`config.mk`:
```
export PLATFORM = sky130hd
export DESIGN_NAME = obj_fetch_sequencer_flat
export DESIGN_NICKNAME = d
export VERILOG_FILES = /design/src/rtl/obj_fetch_sequencer_if.sv /design/src/rtl/obj_fetch_sequencer.sv /design/src/flat_wrapper.sv
export SDC_FILE = /design/constraint.sdc
export NUM_CORES = 1
export LEC_CHECK = 0
export BUFFER_PORTS_ARGS = -buffer_cell sky130_fd_sc_hd__buf_2
export CORE_AREA = 10 10 94 96
export CTS_CLUSTER_SIZE = 24
export DETAILED_ROUTE_END_ITERATION = 8
export DIE_AREA = 0 0 104 106
export PLACE_DENSITY = 0.68
export SETUP_SLACK_MARGIN = 0.1
export SYNTH_ARGS = -nofsm -noshare
export SYNTH_HDL_FRONTEND = slang
export SYNTH_SLANG_ARGS = --single-unit
```
`constraint.sdc`:
```
create_clock -name clock -period 4 [get_ports clock]
set_clock_uncertainty 0.15 [all_clocks]
set_input_delay 0.6 -clock clock [delete_from_list [all_inputs] [get_ports clock]]
set_output_delay 0.6 -clock clock [all_outputs]
set_load 0.01 [all_outputs]
```
`src/rtl/obj_fetch_sequencer_if.sv`:
```
// Signal bundle between the OBJ fetch sequencer and its neighbours: OAM evaluation, obj_address_unit, VRAM and the OBJ line buffer.
interface obj_fetch_sequencer_if #(
  parameter int ADDR_W = 15,
  parameter int DATA_W = 8
);
  logic              start;
  logic              abort;
  logic [9:0]        objname;
  logic [2:0]        bgmode;
  logic              palettemode;
  logic              oam_mode;
  logic [6:0]        hsize;
  logic [5:0]        row;
  logic [9:0]        au_objname;
  logic [2:0]        au_bgmode;
  logic              au_palettemode;
  logic              au_oam_mode;
  logic [6:0]        au_hsize;
  logic [5:0]        au_y;
  logic [5:0]        au_x;
  logic [ADDR_W-1:0] au_addr;
  logic              vram_req;
  logic [ADDR_W-1:0] vram_addr;
  logic              vram_gnt;
  logic              vram_rvalid;
  logic [DATA_W-1:0] vram_rdata;
  logic              pix_valid;
  logic [DATA_W-1:0] pix_data;
  logic [5:0]        pix_x;
  logic              pix_ready;
  logic              busy;
  logic              done;

  modport master (
    input  start, abort, objname, bgmode, palettemode, oam_mode, hsize, row,
           au_addr, vram_gnt, vram_rvalid, vram_rdata, pix_ready,
    output au_objname, au_bgmode, au_palettemode, au_oam_mode, au_hsize, au_y, au_x,
           vram_req, vram_addr, pix_valid, pix_data, pix_x, busy, done
  );

  modport slave (
    output start, abort, objname, bgmode, palettemode, oam_mode, hsize, row,
           au_addr, vram_gnt, vram_rvalid, vram_rdata, pix_ready,
    input  au_objname, au_bgmode, au_palettemode, au_oam_mode, au_hsize, au_y, au_x,
           vram_req, vram_addr, pix_valid, pix_data, pix_x, busy, done
  );
endinterface

```
`src/rtl/obj_fetch_sequencer.sv`:
```
// Walks one sprite row: drives the address unit, issues one VRAM byte read per pixel step
// and streams each returned byte to the OBJ line buffer.
module obj_fetch_sequencer #(
  parameter int ADDR_W = 15,
  parameter int DATA_W = 8
) (
  input  logic                  clock,
  input  logic                  reset_n,
  obj_fetch_sequencer_if.master bus
);

  typedef enum logic [2:0] {
    IDLE  = 3'd0,
    REQ   = 3'd1,
    WAIT  = 3'd2,
    OUT   = 3'd3,
    DONE  = 3'd4,
    DRAIN = 3'd5
  } state_e;

  state_e            state_q, state_d;
  logic [9:0]        objname_q, objname_d;
  logic [2:0]        bgmode_q, bgmode_d;
  logic              pal_q, pal_d;
  logic              oam_q, oam_d;
  logic [6:0]        hsize_q, hsize_d;
  logic [5:0]        row_q, row_d;
  logic [5:0]        x_q, x_d;
  logic [DATA_W-1:0] pix_data_q, pix_data_d;
  logic [5:0]        pix_x_q, pix_x_d;

  logic [6:0]        hsize_clamp_s;
  logic [6:0]        step_s;
  logic [6:0]        x_next_s;
  logic [ADDR_W-1:0] addr_s;

  // x is compared in 7 bits so that a final step landing on 64 does not wrap to 0
  assign hsize_clamp_s = (bus.hsize > 7'd64) ? 7'd64 : bus.hsize;
  assign step_s        = pal_q ? 7'd1 : 7'd2;
  assign x_next_s      = {1'b0, x_q} + step_s;

  // Next-state and attribute/pixel capture logic; abort outranks every other event
  always_comb begin
    state_d    = state_q;
    objname_d  = objname_q;
    bgmode_d   = bgmode_q;
    pal_d      = pal_q;
    oam_d      = oam_q;
    hsize_d    = hsize_q;
    row_d      = row_q;
    x_d        = x_q;
    pix_data_d = pix_data_q;
    pix_x_d    = pix_x_q;
    case (state_q)
      IDLE: begin
        if (bus.abort) begin
          state_d = IDLE;
        end else if (bus.start) begin
          objname_d = bus.objname;
          bgmode_d  = bus.bgmode;
          pal_d     = bus.palettemode;
          oam_d     = bus.oam_mode;
          hsize_d   = hsize_clamp_s;
          row_d     = bus.row;
          x_d       = 6'd0;
          state_d   = (hsize_clamp_s == 7'd0) ? DONE : REQ;
        end else begin
          state_d = IDLE;
        end
      end
      REQ: begin
        if (bus.vram_gnt) begin
          state_d = bus.abort ? DRAIN : WAIT;
        end else if (bus.abort) begin
          state_d = IDLE;
        end else begin
          state_d = REQ;
        end
      end
      WAIT: begin
        if (bus.vram_rvalid) begin
          if (bus.abort) begin
            state_d = IDLE;
          end else begin
            pix_data_d = bus.vram_rdata;
            pix_x_d    = x_q;
            state_d    = OUT;
          end
        end else if (bus.abort) begin
          state_d = DRAIN;
        end else begin
          state_d = WAIT;
        end
      end
      OUT: begin
        if (bus.abort) begin
          state_d = IDLE;
        end else if (bus.pix_ready) begin
          x_d     = x_next_s[5:0];
          state_d = (x_next_s >= hsize_q) ? DONE : REQ;
        end else begin
          state_d = OUT;
        end
      end
      DONE: begin
        state_d = IDLE;
      end
      DRAIN: begin
        state_d = bus.vram_rvalid ? IDLE : DRAIN;
      end
      default: begin
        state_d = IDLE;
      end
    endcase
  end

  // State, latched attributes and the presented pixel
  always_ff @(posedge clock or negedge reset_n) begin
    if (!reset_n) begin
      state_q    <= IDLE;
      objname_q  <= 10'd0;
      bgmode_q   <= 3'd0;
      pal_q      <= 1'b0;
      oam_q      <= 1'b0;
      hsize_q    <= 7'd0;
      row_q      <= 6'd0;
      x_q        <= 6'd0;
      pix_data_q <= {DATA_W{1'b0}};
      pix_x_q    <= 6'd0;
    end else begin
      state_q    <= state_d;
      objname_q  <= objname_d;
      bgmode_q   <= bgmode_d;
      pal_q      <= pal_d;
      oam_q      <= oam_d;
      hsize_q    <= hsize_d;
      row_q      <= row_d;
      x_q        <= x_d;
      pix_data_q <= pix_data_d;
      pix_x_q    <= pix_x_d;
    end
  end

  assign addr_s             = bus.au_addr;
  assign bus.vram_addr      = addr_s;
  assign bus.au_objname     = objname_q;
  assign bus.au_bgmode      = bgmode_q;
  assign bus.au_palettemode = pal_q;
  assign bus.au_oam_mode    = oam_q;
  assign bus.au_hsize       = hsize_q;
  assign bus.au_y           = row_q;
  assign bus.au_x           = x_q;
  assign bus.vram_req       = (state_q == REQ);
  assign bus.pix_valid      = (state_q == OUT);
  assign bus.pix_data       = pix_data_q;
  assign bus.pix_x          = pix_x_q;
  assign bus.busy           = (state_q != IDLE);
  assign bus.done           = (state_q == DONE);

endmodule

```
`src/flat_wrapper.sv`:
```
// flat-port wrapper written by rule: the top's interface ports become plain ports
module obj_fetch_sequencer_flat 
#(
  parameter int ADDR_W = 15,
  parameter int DATA_W = 8
)
  (clock, reset_n, bus_start, bus_abort, bus_objname, bus_bgmode, bus_palettemode, bus_oam_mode, bus_hsize, bus_row, bus_au_addr, bus_vram_gnt, bus_vram_rvalid, bus_vram_rdata, bus_pix_ready, bus_au_objname, bus_au_bgmode, bus_au_palettemode, bus_au_oam_mode, bus_au_hsize, bus_au_y, bus_au_x, bus_vram_req, bus_vram_addr, bus_pix_valid, bus_pix_data, bus_pix_x, bus_busy, bus_done);
  obj_fetch_sequencer_if #(.ADDR_W(ADDR_W), .DATA_W(DATA_W)) bus_i ();
  input  logic clock;
  input  logic reset_n;
  input wire logic [$bits(bus_i.start)-1:0] bus_start;
  input wire logic [$bits(bus_i.abort)-1:0] bus_abort;
  input wire logic [$bits(bus_i.objname)-1:0] bus_objname;
  input wire logic [$bits(bus_i.bgmode)-1:0] bus_bgmode;
  input wire logic [$bits(bus_i.palettemode)-1:0] bus_palettemode;
  input wire logic [$bits(bus_i.oam_mode)-1:0] bus_oam_mode;
  input wire logic [$bits(bus_i.hsize)-1:0] bus_hsize;
  input wire logic [$bits(bus_i.row)-1:0] bus_row;
  input wire logic [$bits(bus_i.au_addr)-1:0] bus_au_addr;
  input wire logic [$bits(bus_i.vram_gnt)-1:0] bus_vram_gnt;
  input wire logic [$bits(bus_i.vram_rvalid)-1:0] bus_vram_rvalid;
  input wire logic [$bits(bus_i.vram_rdata)-1:0] bus_vram_rdata;
  input wire logic [$bits(bus_i.pix_ready)-1:0] bus_pix_ready;
  output wire logic [$bits(bus_i.au_objname)-1:0] bus_au_objname;
  output wire logic [$bits(bus_i.au_bgmode)-1:0] bus_au_bgmode;
  output wire logic [$bits(bus_i.au_palettemode)-1:0] bus_au_palettemode;
  output wire logic [$bits(bus_i.au_oam_mode)-1:0] bus_au_oam_mode;
  output wire logic [$bits(bus_i.au_hsize)-1:0] bus_au_hsize;
  output wire logic [$bits(bus_i.au_y)-1:0] bus_au_y;
  output wire logic [$bits(bus_i.au_x)-1:0] bus_au_x;
  output wire logic [$bits(bus_i.vram_req)-1:0] bus_vram_req;
  output wire logic [$bits(bus_i.vram_addr)-1:0] bus_vram_addr;
  output wire logic [$bits(bus_i.pix_valid)-1:0] bus_pix_valid;
  output wire logic [$bits(bus_i.pix_data)-1:0] bus_pix_data;
  output wire logic [$bits(bus_i.pix_x)-1:0] bus_pix_x;
  output wire logic [$bits(bus_i.busy)-1:0] bus_busy;
  output wire logic [$bits(bus_i.done)-1:0] bus_done;
  assign bus_i.start = bus_start;
  assign bus_i.abort = bus_abort;
  assign bus_i.objname = bus_objname;
  assign bus_i.bgmode = bus_bgmode;
  assign bus_i.palettemode = bus_palettemode;
  assign bus_i.oam_mode = bus_oam_mode;
  assign bus_i.hsize = bus_hsize;
  assign bus_i.row = bus_row;
  assign bus_i.au_addr = bus_au_addr;
  assign bus_i.vram_gnt = bus_vram_gnt;
  assign bus_i.vram_rvalid = bus_vram_rvalid;
  assign bus_i.vram_rdata = bus_vram_rdata;
  assign bus_i.pix_ready = bus_pix_ready;
  assign bus_au_objname = bus_i.au_objname;
  assign bus_au_bgmode = bus_i.au_bgmode;
  assign bus_au_palettemode = bus_i.au_palettemode;
  assign bus_au_oam_mode = bus_i.au_oam_mode;
  assign bus_au_hsize = bus_i.au_hsize;
  assign bus_au_y = bus_i.au_y;
  assign bus_au_x = bus_i.au_x;
  assign bus_vram_req = bus_i.vram_req;
  assign bus_vram_addr = bus_i.vram_addr;
  assign bus_pix_valid = bus_i.pix_valid;
  assign bus_pix_data = bus_i.pix_data;
  assign bus_pix_x = bus_i.pix_x;
  assign bus_busy = bus_i.busy;
  assign bus_done = bus_i.done;
  obj_fetch_sequencer #(.ADDR_W(ADDR_W), .DATA_W(DATA_W)) u_core (.clock(clock), .reset_n(reset_n), .bus(bus_i));
endmodule
```
==> flow_summary.html <==
<table>
<tr><th>Metric</th><th>Value</th></tr>
<tr><th colspan="2">Status</th></tr>
<tr><td>Run status</td><td>finished, final reports clean</td></tr>
<tr><th colspan="2">Drt</th></tr>
<tr><td>Final wirelength</td><td>6720 um</td></tr>
<tr><td>Drt via density</td><td>4.66</td></tr>
<tr><td>Total DRC errors in the routed layout</td><td>0</td></tr>
<tr><td>Remaining number of nets flagged by the antenna check after routing</td><td>0</td></tr>
<tr><td>Vias post-DR</td><td>2067</td></tr>
<tr><td>Detail-routed net length per standard cell</td><td>15.1 um</td></tr>
<tr><td>Number of iterations in the first detailed-routing pass</td><td>4</td></tr>
<tr><td>Number of violations reported at the end of detailed-routing iteration 0</td><td>93</td></tr>
<tr><th colspan="2">Clocking</th></tr>
<tr><td>Clock tree from TritonCTS</td><td>yes</td></tr>
<tr><td>Maximum buffer depth of the clock tree</td><td>2</td></tr>
<tr><td>Count of cells resized by post-cts repair</td><td>0</td></tr>
<tr><td>Number of hold buffers added after CTS</td><td>0</td></tr>
<tr><td>Clock network latency to the later pin of the worst-skew pair</td><td>0.30 ns</td></tr>
<tr><td>CTS H-tree lvls</td><td>2</td></tr>
<tr><td>Post-CTS clock slew at the launch and capture registers of the worst setup and hold paths</td><td>0.09 ns</td></tr>
<tr><td>Buffer count from post-CTS setup fixing</td><td>0</td></tr>
<tr><td>Clock Sinks</td><td>51</td></tr>
<tr><td>Clock tree root buffer cell</td><td>clkbuf_8</td></tr>
<tr><td>Num CTS Buffers</td><td>5</td></tr>
<tr><th colspan="2">Floorplanning</th></tr>
<tr><td>Vertical extent of the die</td><td>106 um</td></tr>
<tr><td>Horizontal die dimension</td><td>104 um</td></tr>
<tr><td>Initial core utilization</td><td>38.2%</td></tr>
<tr><td>Area enclosed by the die boundary</td><td>11000 sq um</td></tr>
<tr><td>Number of top-level pins</td><td>125</td></tr>
<tr><td>Number of standard-cell rows in the floorplan</td><td>31</td></tr>
<tr><td>Core Box Area</td><td>7060 sq um</td></tr>
<tr><th colspan="2">STA</th></tr>
<tr><td>Hold Vio Cnt, Final</td><td>0</td></tr>
<tr><td>Clock period minus worst slack</td><td>3.03 ns</td></tr>
<tr><td>Slew Limit Fails</td><td>0</td></tr>
<tr><td>Final Cycle Share</td><td>75.7%</td></tr>
<tr><td>Final setup TNS</td><td>0 ns</td></tr>
<tr><td>Setup repair after global routing missed its margin</td><td>false</td></tr>
<tr><td>Setup-failing EPs final</td><td>0</td></tr>
<tr><td>Slew HR</td><td>35.9%</td></tr>
<tr><td>Achievable clock frequency</td><td>330 MHz</td></tr>
<tr><td>Pin slew with the least headroom to its limit</td><td>0.958 ns</td></tr>
<tr><td>Final critical-path setup slack</td><td>0.971 ns</td></tr>
<tr><th colspan="2">Critical path</th></tr>
<tr><td>Arrival @ worst endpoint</td><td>3.07 ns</td></tr>
<tr><td>Critical path class</td><td>flop to flop</td></tr>
<tr><td>Slowest-stage cell, CP</td><td>fa_1</td></tr>
<tr><td>Worst reg2reg startpoint</td><td>u_core.bus.au_x[0]</td></tr>
<tr><td>Element type at the critical path end</td><td>flop</td></tr>
<tr><td>Launching element type of the critical path</td><td>flop</td></tr>
<tr><td>Critical Path Most Common Cell</td><td>and3_1</td></tr>
<tr><td>R2R depth</td><td>9</td></tr>
<tr><td>Data required time at the worst endpoint</td><td>4.04 ns</td></tr>
<tr><td>Launching instance or port of the critical path</td><td>u_core.bus.au_x[0]</td></tr>
<tr><td>Biggest cell delay along the critical path</td><td>0.45 ns</td></tr>
<tr><td>Setup slack, reg-to-reg</td><td>0.97 ns</td></tr>
<tr><td>Worst flop-to-flop path endpoint</td><td>u_core.state_q[2]</td></tr>
<tr><td>List of cells traversed by the critical path</td><td>ha_1 -&gt; fa_1 -&gt; and3_1 -&gt; and3_1 -&gt; ha_1 -&gt; and3_1 -&gt; a221o_1 -&gt; a31o_2 -&gt; a211o_1</td></tr>
<tr><td>Worst Path Max Fanout</td><td>5</td></tr>
<tr><th colspan="2">Power</th></tr>
<tr><td>Int Power</td><td>0.00123 W</td></tr>
<tr><td>Power per cell area</td><td>601 nW/um^2</td></tr>
<tr><td>Relative contribution of the clock network to total power</td><td>17.9%</td></tr>
<tr><td>Switching power as a share of total power</td><td>36.3%</td></tr>
<tr><td>Part of the power in combinational logic</td><td>39.8%</td></tr>
<tr><td>Leakage Power</td><td>1.80 nW</td></tr>
<tr><td>Peak supply drop</td><td>205 uV</td></tr>
<tr><td>Seq pwr share</td><td>42.3%</td></tr>
<tr><td>Psw</td><td>0.000701 W</td></tr>
<tr><th colspan="2">GRT</th></tr>
<tr><td>Total global routing overflow</td><td>0</td></tr>
<tr><td>Wire length of the first global-routing pass</td><td>11000 um</td></tr>
<tr><td>Combined global-route utilization of all metal layers</td><td>12.1%</td></tr>
<tr><td>Vias in the first global route</td><td>2197</td></tr>
<tr><td>Largest net degree at the start of global routing</td><td>43</td></tr>
<tr><td>Antenna violations before repair</td><td>0</td></tr>
<tr><th colspan="2">Yosys</th></tr>
<tr><td>Most used standard cell by instance count after synthesis</td><td>nand2_1</td></tr>
<tr><td>Top cells by count, synth</td><td>69 x nand2_1, 51 x dfrtp_1, 16 x o21ai_0</td></tr>
<tr><td>Cells after synthesis</td><td>269</td></tr>
<tr><td>Number of synthesized register bits</td><td>51</td></tr>
<tr><td>Nets in the synthesized netlist</td><td>342</td></tr>
<tr><td>Most area-consuming cells after synthesis</td><td>dfrtp_1 47%, nand2_1 9.6%, ha_1 6.5%, mux2_4 5.6%, buf_4 4.2%</td></tr>
<tr><td>Post-synth cell types</td><td>45</td></tr>
<tr><td>Warning count from the yosys run</td><td>0</td></tr>
<tr><td>Most used DFF post-synth</td><td>dfrtp_1</td></tr>
<tr><td>Area fraction of the dominant cell type after synthesis</td><td>47.3%</td></tr>
<tr><td>Area of the mapped netlist</td><td>2700 sq um</td></tr>
<tr><td>Ys async rst share</td><td>100%</td></tr>
<tr><td>Avg Synthesized Cell Area</td><td>10.0 sq um</td></tr>
<tr><td>Count of flip-flops with a built-in enable after synthesis</td><td>0</td></tr>
<tr><td>Post-synthesis cell type with the largest combined area</td><td>dfrtp_1</td></tr>
<tr><td>Proportion of synthesized chip area in sequential cells</td><td>47.3%</td></tr>
<tr><th colspan="2">Flow run</th></tr>
<tr><td>Max-cap viol count</td><td>0</td></tr>
<tr><th colspan="2">Layout</th></tr>
<tr><td>Layout Utilization</td><td>45.6%</td></tr>
<tr><td>Post-layout net count</td><td>418</td></tr>
<tr><td>Share of post-route cells with drive strength above 1</td><td>34.8%</td></tr>
<tr><td>Area overhead of the layout relative to synthesis</td><td>19.2%</td></tr>
<tr><td>Fill cell total of the finished layout</td><td>717</td></tr>
<tr><td>Count of antenna diodes in the layout</td><td>0</td></tr>
<tr><th colspan="2">Place</th></tr>
<tr><td>Routability cong.</td><td>0.828</td></tr>
<tr><td>Minimum setup slack after placement</td><td>0.991 ns</td></tr>
<tr><td>HPWL after detailed placement</td><td>5190 um</td></tr>
<tr><td>Number of port buffers</td><td>94</td></tr>
<tr><th colspan="2">Min path</th></tr>
<tr><td>Worst hold path type</td><td>primary input to asynchronous set/reset pin</td></tr>
</table>
[cells by family (layout without fill, tap and decap cells)]
logic type,after synthesis,in the layout,synth area share [%]
buf+inv,41,117,9.14
simple gates,107,107,18.9
fa+ha+maj,15,15,7.24
xor+xnor,4,4,1.30
flops,51,51,47.3
compound gates,36,36,8.49
mux,15,15,7.61
[critical path, delay by kind of cell, from the launching register on]
kind	cells	cell delay, ns
simple gates	3	0.61
compound gates	3	0.76
flops	1	0.42
fa+ha+maj	3	0.97
[metal layers]
metal	up-vias	GRT usage [%]	routed length, um
li1	1026	-	-
met1	967	14.1	2830
met3	10	4.35	519
met4	0	4.97	114
met5	-	0	0
met2	64	19.8	3260
[power by group through the flow]
stage | combinational (W) | sequential [W] | clock, W
after floorplan | 0.000383 | 0.000912 | 0
after global placement | 0.000777 | 0.000819 | 0
after detailed placement | 0.000791 | 0.000828 | 0
after CTS | 0.000795 | 0.000820 | 0.000358
after global routing | 0.000876 | 0.000847 | 0.000379
final | 0.000769 | 0.000818 | 0.000346
[flip-flops by register name, indices dropped and copies added, names as in the netlist]
register / count
u_core.bus.pix_data: 8
u_core.bus.au_bgmode: 3
u_core.state_q: 3
u_core.bus.au_palettemode: 1
u_core.bus.au_y: 6
u_core.bus.au_hsize: 7
u_core.bus.au_oam_mode: 1
u_core.bus.pix_x: 6
u_core.bus.au_x: 6
u_core.bus.au_objname: 10
[through the flow]
step | cell area (sq um) | instances | hold WS [ns] | power (W)
5_1_grt | 3220 | 444 | 0.332 | 0.00210
4_1_cts | 3220 | 444 | 0.320 | 0.00197
6_report | 3220 | 444 | 0.299 | 0.00193
3_5_place_dp | 3110 | 437 | 0.307 | 0.00162
3_3_place_gp | 3110 | 437 | 0.303 | 0.00160
2_1_floorplan | 2700 | 269 | 0.154 | 0.00130
[layout by cell type, fill, tap and decap left out, types with 2 or more instances in the layout]
master    instances
buf_2            94
a21oi_1           5
nand2_1          69
nand3_1           2
clkbuf_8          5
inv_1            14
and2_1            2
nand3b_1          5
a21o_1            2
mux2_4           10
xnor2_1           3
buf_4             2
mux2_2            4
a22o_1            3
and3_1            4
ha_1             14
nand2b_1          5
nor3_1            2
o21ai_0          16
nor2b_1           4
nor2_1            6
dfrtp_1          51
[how the worst max path moves through the flow]
| stage | endpoint | slack (ns) |
|---|---|---|
| 2_1_floorplan | u_core.state_q[2] | 1.08 |
| 5_1_grt | u_core.state_q[2] | 0.90 |
| 3_5_place_dp | u_core.state_q[2] | 0.99 |
| 6_report | u_core.state_q[2] | 0.97 |
| 4_1_cts | u_core.state_q[2] | 0.97 |
| 3_3_place_gp | u_core.state_q[2] | 1.05 |
[cell type report]
class                   instances  area (sq um)  share of cell area [%]
clock inverters                 1          30.0                   0.934
inverters                      14          52.6                    1.63
well taps                      99           124                    3.85
multi-input cells             177          1170                    36.5
flip-flops and latches         51          1280                    39.7
clock buffers                   6          72.6                    2.26
repair buffers                 96           485                    15.1
No activity file was read; power rests on OpenSTA's default activity.
